### src/rtl/matmul_seq_ctrl.sv
// Sequencer that computes a d1 x d3 matrix product on one shared dot-product engine.
// It walks the output elements in row-major order, starts the engine, and writes each result over a ready/valid port.
module matmul_seq_ctrl #(
    parameter int N  = 32,
    parameter int d1 = 5,
    parameter int d3 = 5,
    parameter int RW = (d1 > 1) ? $clog2(d1) : 1,
    parameter int CW = (d3 > 1) ? $clog2(d3) : 1
) (
    input  logic          clk,
    input  logic          rst,
    input  logic          start,
    input  logic          abort,
    output logic          busy,
    output logic          done,
    output logic [RW-1:0] row_idx,
    output logic [CW-1:0] col_idx,
    output logic          dp_start,
    input  logic          dp_done,
    input  logic [N-1:0]  dp_result,
    output logic          wr_valid,
    input  logic          wr_ready,
    output logic [RW-1:0] wr_row,
    output logic [CW-1:0] wr_col,
    output logic [N-1:0]  wr_data
);
    localparam logic [RW-1:0] ROW_LAST = RW'(d1 - 1);
    localparam logic [CW-1:0] COL_LAST = CW'(d3 - 1);

    typedef enum logic [2:0] {
        IDLE  = 3'd0,
        ISSUE = 3'd1,
        WAIT  = 3'd2,
        WRITE = 3'd3,
        DONE  = 3'd4
    } state_t;

    state_t        state_reg, state_next;
    logic [RW-1:0] row_reg, row_next;
    logic [CW-1:0] col_reg, col_next;
    logic          armed_reg, armed_next;
    logic [N-1:0]  data_reg, data_next;

    always_ff @(posedge clk or posedge rst) begin
        if (rst) begin
            state_reg <= IDLE;
            row_reg   <= '0;
            col_reg   <= '0;
            armed_reg <= 1'b0;
            data_reg  <= '0;
        end else begin
            state_reg <= state_next;
            row_reg   <= row_next;
            col_reg   <= col_next;
            armed_reg <= armed_next;
            data_reg  <= data_next;
        end
    end

    always_comb begin
        state_next = state_reg;
        row_next   = row_reg;
        col_next   = col_reg;
        armed_next = armed_reg;
        data_next  = data_reg;

        case (state_reg)
            IDLE, DONE: begin
                if (start) begin
                    row_next   = '0;
                    col_next   = '0;
                    state_next = ISSUE;
                end
            end
            ISSUE: begin
                armed_next = 1'b0;
                state_next = WAIT;
            end
            WAIT: begin
                // A stale done left high by the previous operation only counts after a low sample.
                if (!dp_done) begin
                    armed_next = 1'b1;
                end
                if (armed_reg && dp_done) begin
                    data_next  = dp_result;
                    state_next = WRITE;
                end
            end
            WRITE: begin
                if (wr_ready) begin
                    if (row_reg == ROW_LAST && col_reg == COL_LAST) begin
                        state_next = DONE;
                    end else begin
                        state_next = ISSUE;
                        if (col_reg == COL_LAST) begin
                            col_next = '0;
                            row_next = row_reg + 1'b1;
                        end else begin
                            col_next = col_reg + 1'b1;
                        end
                    end
                end
            end
            default: state_next = IDLE;
        endcase

        if (abort) begin
            state_next = IDLE;
            row_next   = '0;
            col_next   = '0;
            armed_next = 1'b0;
        end
    end

    // Outputs decode straight from the state register so an async reset clears them at once.
    assign busy     = (state_reg == ISSUE) || (state_reg == WAIT) || (state_reg == WRITE);
    assign done     = (state_reg == DONE);
    assign dp_start = (state_reg == ISSUE);
    assign wr_valid = (state_reg == WRITE);
    assign row_idx  = row_reg;
    assign col_idx  = col_reg;
    assign wr_row   = row_reg;
    assign wr_col   = col_reg;
    assign wr_data  = data_reg;

endmodule

### config.mk
export PLATFORM = sky130hd
export DESIGN_NAME = matmul_seq_ctrl
export DESIGN_NICKNAME = d
export VERILOG_FILES = /design/src/rtl/matmul_seq_ctrl.sv
export SDC_FILE = /design/constraint.sdc
export NUM_CORES = 1
export LEC_CHECK = 0
export ABC_AREA = 0
export BUFFER_PORTS_ARGS = -buffer_cell sky130_fd_sc_hd__buf_2
export CORE_AREA = 2 2 72 74
export CTS_BUF_LIST = sky130_fd_sc_hd__clkbuf_4
export DETAILED_ROUTE_END_ITERATION = 7
export DIE_AREA = 0 0 74 76
export GPL_TIMING_DRIVEN = 0
export PLACE_DENSITY = 0.77
export SYNTH_ARGS = -nofsm -noshare
export SYNTH_HDL_FRONTEND = slang
export SYNTH_SLANG_ARGS = --single-unit
### constraint.sdc
create_clock -name clk -period 1.6 [get_ports clk]
set_clock_uncertainty 0.05 [all_clocks]
set_input_delay 0 -clock clk [delete_from_list [all_inputs] [get_ports clk]]
set_output_delay 0 -clock clk [all_outputs]
set_load 0.005 [all_outputs]
* Word level (Yosys, flattened, before mapping)
Cells that the tools add are included.
** Operators by class
- $lt $le $gt $ge :: 0
- Shift operators :: 0
- Multiplexer cells :: 20
- $mul :: 0
- Reductions and logical operators :: 13
- Bitwise gates (word level) :: 0
- Add/subtract/negate cells :: 2
- Div/mod/pow operators :: 0
- Equal/unequal tests :: 12
** Operator list (number)
- $mux W3 :: 14
- $ne A3 B3 Y1 const B :: 4
- $pmux W3 S2 :: 2
- $pmux W3 S4 :: 1
- $eq A3 B3 Y1 const B :: 3
- $add A3 B1 Y3 const B :: 2
- $eq A3 B2 Y1 const B :: 2
- $ne A3 B2 Y1 const B :: 2
- $reduce_bool A3 Y1 :: 2
- $reduce_and A5 Y1 :: 1
- $reduce_and A2 Y1 :: 2
- $reduce_and A4 Y1 :: 1
- $eq A3 B1 Y1 const B :: 1
- $logic_not A3 Y1 :: 1
- $reduce_and A3 Y1 :: 1
- $logic_and A1 B1 Y1 :: 2
- $logic_or A1 B1 Y1 :: 2
- $mux W1 :: 2
- $pmux W1 S2 :: 1
- $reduce_or A2 Y1 :: 1
** Word-level totals
- Memories :: 0
- Memory bits (writable) :: 0
- Register bits after elaboration :: 42
- Logic and storage cells :: 52
- Bits in latches :: 0
- ROM bits :: 0

* Longest topological paths before layout
- Word-level depth :: 6
- Depth in mapped cells :: 5
- Gate-level depth less buffers :: 5

* Least setup slack after synthesis
No wires, ideal clock.
- Path kind :: register to register
- Start point :: register state_reg[1]
- End point :: register data_reg[0], in the netlist wr_data[0]
- Stages on the path, launching flop included :: 6
- Setup time :: 125 ps
- Clock period less this slack :: 1678 ps
- Required time :: 1425 ps
- Path slack :: -78 ps
- Arrival time :: 1502 ps
- Cells stage by stage :: dfrtp_1 > inv_2 > or4_4 > buf_6 > buf_12 > mux2_4
** On the way
- Word-level cells in the longest chain between the ends :: 2
** RTL lines
- from (decl) :: line 38 : state_t state_reg, state_next;
- from (signal assigned) :: line 52 : state_reg <= state_next;
- $eq A3 B2 Y1 :: line 67 : case (state_reg)
- $reduce_and A2 Y1 (no line)
- to (signal assigned) :: line 56 : data_reg <= data_next;
- to (decl) :: line 42 : logic [N-1:0] data_reg, data_next;
No other way between the ends.
A chain may end at the register's enable or synchronous reset.

* Worst setup path after layout
- Start point :: register state_reg[0]
- End point :: register data_reg[17], in the netlist wr_data[17]
The elaborated chain is that of the path after synthesis.

==> out/qor.yml <==
outcome:
  status: "finished with violations"
  violations: "setup timing"
setup_path:
  cp.arrival_ns: 1.90
  critPathTopFamily: "simple AND/OR/NAND/NOR gates"
  rr_worst_depth: 3
  cp_cell_sequence: "or4_4 -> buf_12 -> mux2_4"
  rr_endpoint: "wr_data[17]"
  cp-start-kind: "flip-flop"
  crit_path_end_kind: "flip-flop"
  critical_path_class: "flip-flop to flip-flop"
  path_max_fanout: 10
  path_buf_inv: 1
  reg2reg_from: "state_reg[0]"
  slowest_delay_ns: 0.61
  required_ns: 1.79
  r2r_slack_ns: -0.12
  slowest_stage: "or4_4"
power:
  switching_share_pct: 30.1
  power_density_nw_per_um2: 1020
  p_leak_nw: 1.77
  vdd_drop_max_uv: 373
  power_frac_clock_pct: 16.3
  finalPower_mw: 3.33
  p_switching_mw: 1.00
  p_comb_share_pct: 38.6
  internal_power_mw: 2.33
  pwr-share-seq_pct: 45.1
clock_network:
  htreeDepth: 2
  numCtsBuffers: 5
  clk_latency_ns: 0.35
  cts_num_sinks: 42
  root_buffer: "clkbuf_4"
  max-clock-path-buffers: 2
  clk_pin_slew_ns: 0.13
  cts_tree: "built"
layout:
  seq_area_um2: 1050
  synthToLayoutAreaGrowth_pct: 54.2
  fillCellCount: 345
  antenna_cells: 0
  multi_input_area_um2: 983
  largest_register_ffs: 32
  drive_gt1_share_pct: 56.8
  finalNetCount: 344
run:
  maxCapViolations: 0
placed_design:
  place_congestion: 0.825
  io_buffers: 83
  dp_hpwl_um: 3150
  pre_cts_slack_ns: -0.189
synthesis:
  ys_top_cells_by_area: "dfrtp_1, mux2_4, buf_12"
  synth_edf_count: 0
  synth_cell_types: 39
  ys_async_sr_fraction_pct: 100
  synth_common_cells: "dfrtp_1, mux2_4, inv_1, nand2_1, buf_4"
  yosysSeqAreaShare_pct: 49.6
  synthCells: 160
  post-synth-top-count-cell: "dfrtp_1"
  synth-seq-cells: 42
  synth.cell_area_um2: 2120
  yosysWarnings: 0
  synth_top_area_share_pct: 49.6
  syn_avg_cell_area_um2: 13.2
  synth_top_area_cell: "dfrtp_1"
  syn_nets: 202
  ys_dominant_reg_cell: "dfrtp_1"
route:
  num_vias: 1854
  wl_per_cell_um: 15.2
  drt_iter0_markers: 71
  drc: 0
  drtPass1Iterations: 4
  detail-route-antenna-nets: 0
  avgViaCountPerCell: 4.97
  wirelength_um: 5690
sta:
  fmax_mhz: 583
  period_share_pct: 107
  relSlewSlack_pct: 42.7
  worstMarginPinSlew_ns: 0.858
  rsz0062_at_grt: "yes"
  slew_violations: 0
  fin_crit_ns: 1.72
  finalSetupViolCount: 33
  whs_ns: 0.0557
  setup_slack_ns: -0.116
  hold_viol: 0
min_path:
  min-delay-path-class: "primary input to flip-flop"
  holdPathStages: 3
  min_from: "wr_ready"
  min_to: "state_reg[0]"
global_route:
  grt_usage_pct: 20.1
  grt_pass1_wl_um: 8830
  first_global_vias: 1776
  gr-total-overflow: 0
  grt_start_max_net_pins: 43
  antenna_found_initial: 0
floorplan:
  die_w_um: 74
  rows: 26
  dieArea_um2: 5620
  dieHeight_um: 76
  start_util_pct: 43.1
  core_um2: 4910
  boundaryPins: 86
[through the flow]
stage	util, %	instances	cell area [µm²]	setup TNS, ns
2_1_floorplan	-	160	2120	-1.96
3_3_place_gp	53.3	313	2620	-3.80
3_5_place_dp	53.3	313	2620	-4.29
4_1_cts	64.1	367	3150	-1.97
5_1_grt	66.5	373	3260	-3.86
6_report	66.5	373	3260	-2.96
[worst min-delay path, stage by stage]
cell and delay [ns]:
clkbuf_1 0.21, inv_1 0.10, a32o_1 0.12
[per-layer routing]
metal	share of wire (%)	track usage [%]
met3	6.6	4.89
met1	40	24.4
met2	53	35.2
met5	0	0
met4	0.69	4.91
[how the worst max path moves through the flow]
| stage | startpoint | endpoint | slack (ns) | cells past startpoint |
|---|---|---|---|---|
| 2_1_floorplan | armed_reg | wr_data[0] | -0.07 | 5 |
| 3_3_place_gp | state_reg[0] | row_idx[2] | -0.15 | 4 |
| 3_5_place_dp | state_reg[0] | row_idx[2] | -0.19 | 4 |
| 4_1_cts | state_reg[1] | wr_data[24] | -0.09 | 4 |
| 5_1_grt | state_reg[1] | wr_data[27] | -0.14 | 4 |
| 6_report | state_reg[0] | wr_data[17] | -0.12 | 3 |
[placed cells by master (no fill, tap or decap), types with 3 or more instances in the layout]
cell type,synthesis,layout
and2_1,3,3
a21oi_1,4,3
inv_2,1,6
clkbuf_4,0,5
dlygate4sd3_1,0,36
dfrtp_1,42,42
o211ai_1,3,3
buf_4,6,22
buf_2,1,84
o21ai_0,5,5
buf_12,3,3
mux2_4,30,30
nand2_1,7,7
a31oi_1,4,4
[layout make-up]
cell class	count	share of cell area, %
inverter	8	0.920
buffer	14	4.29
timing repair buffer	136	27.9
sequential	42	32.2
tap	70	2.68
multi-input combinational	95	30.1
clock inverter	3	0.728
clock buffer	5	1.15
[power groups by stage]
stage          clock network [mW]  logic [mW]  registers [mW]
3_3_place_gp                    0       0.986            1.50
4_1_cts                     0.566        1.18            1.48
2_1_floorplan                   0       0.545            1.54
6_report                    0.543        1.29            1.50
3_5_place_dp                    0       0.995            1.52
5_1_grt                     0.608        1.40            1.54
[what timing repair did]
item / in CTS / in global routing
setup buffers: 12 / 5
cloned: 0 / 1
hold endpoints to repair: 76 / 0
resized for setup: 13 / 19
hold buffers: 36 / 0
setup endpoints to repair: 37 / 43
pin swaps: 3 / 2
[cell families after synthesis]
kind of cell	count (synthesis)	synth area share, %
multiplexers	32	22.3
AND/OR/NAND/NOR	36	10.8
AO/OA/AOI/OAI	22	6.86
buffers and inverters	24	8.04
adder cells (fa/ha/maj)	4	2.36
flip-flops	42	49.6
Power figures use the tool's default switching activity.
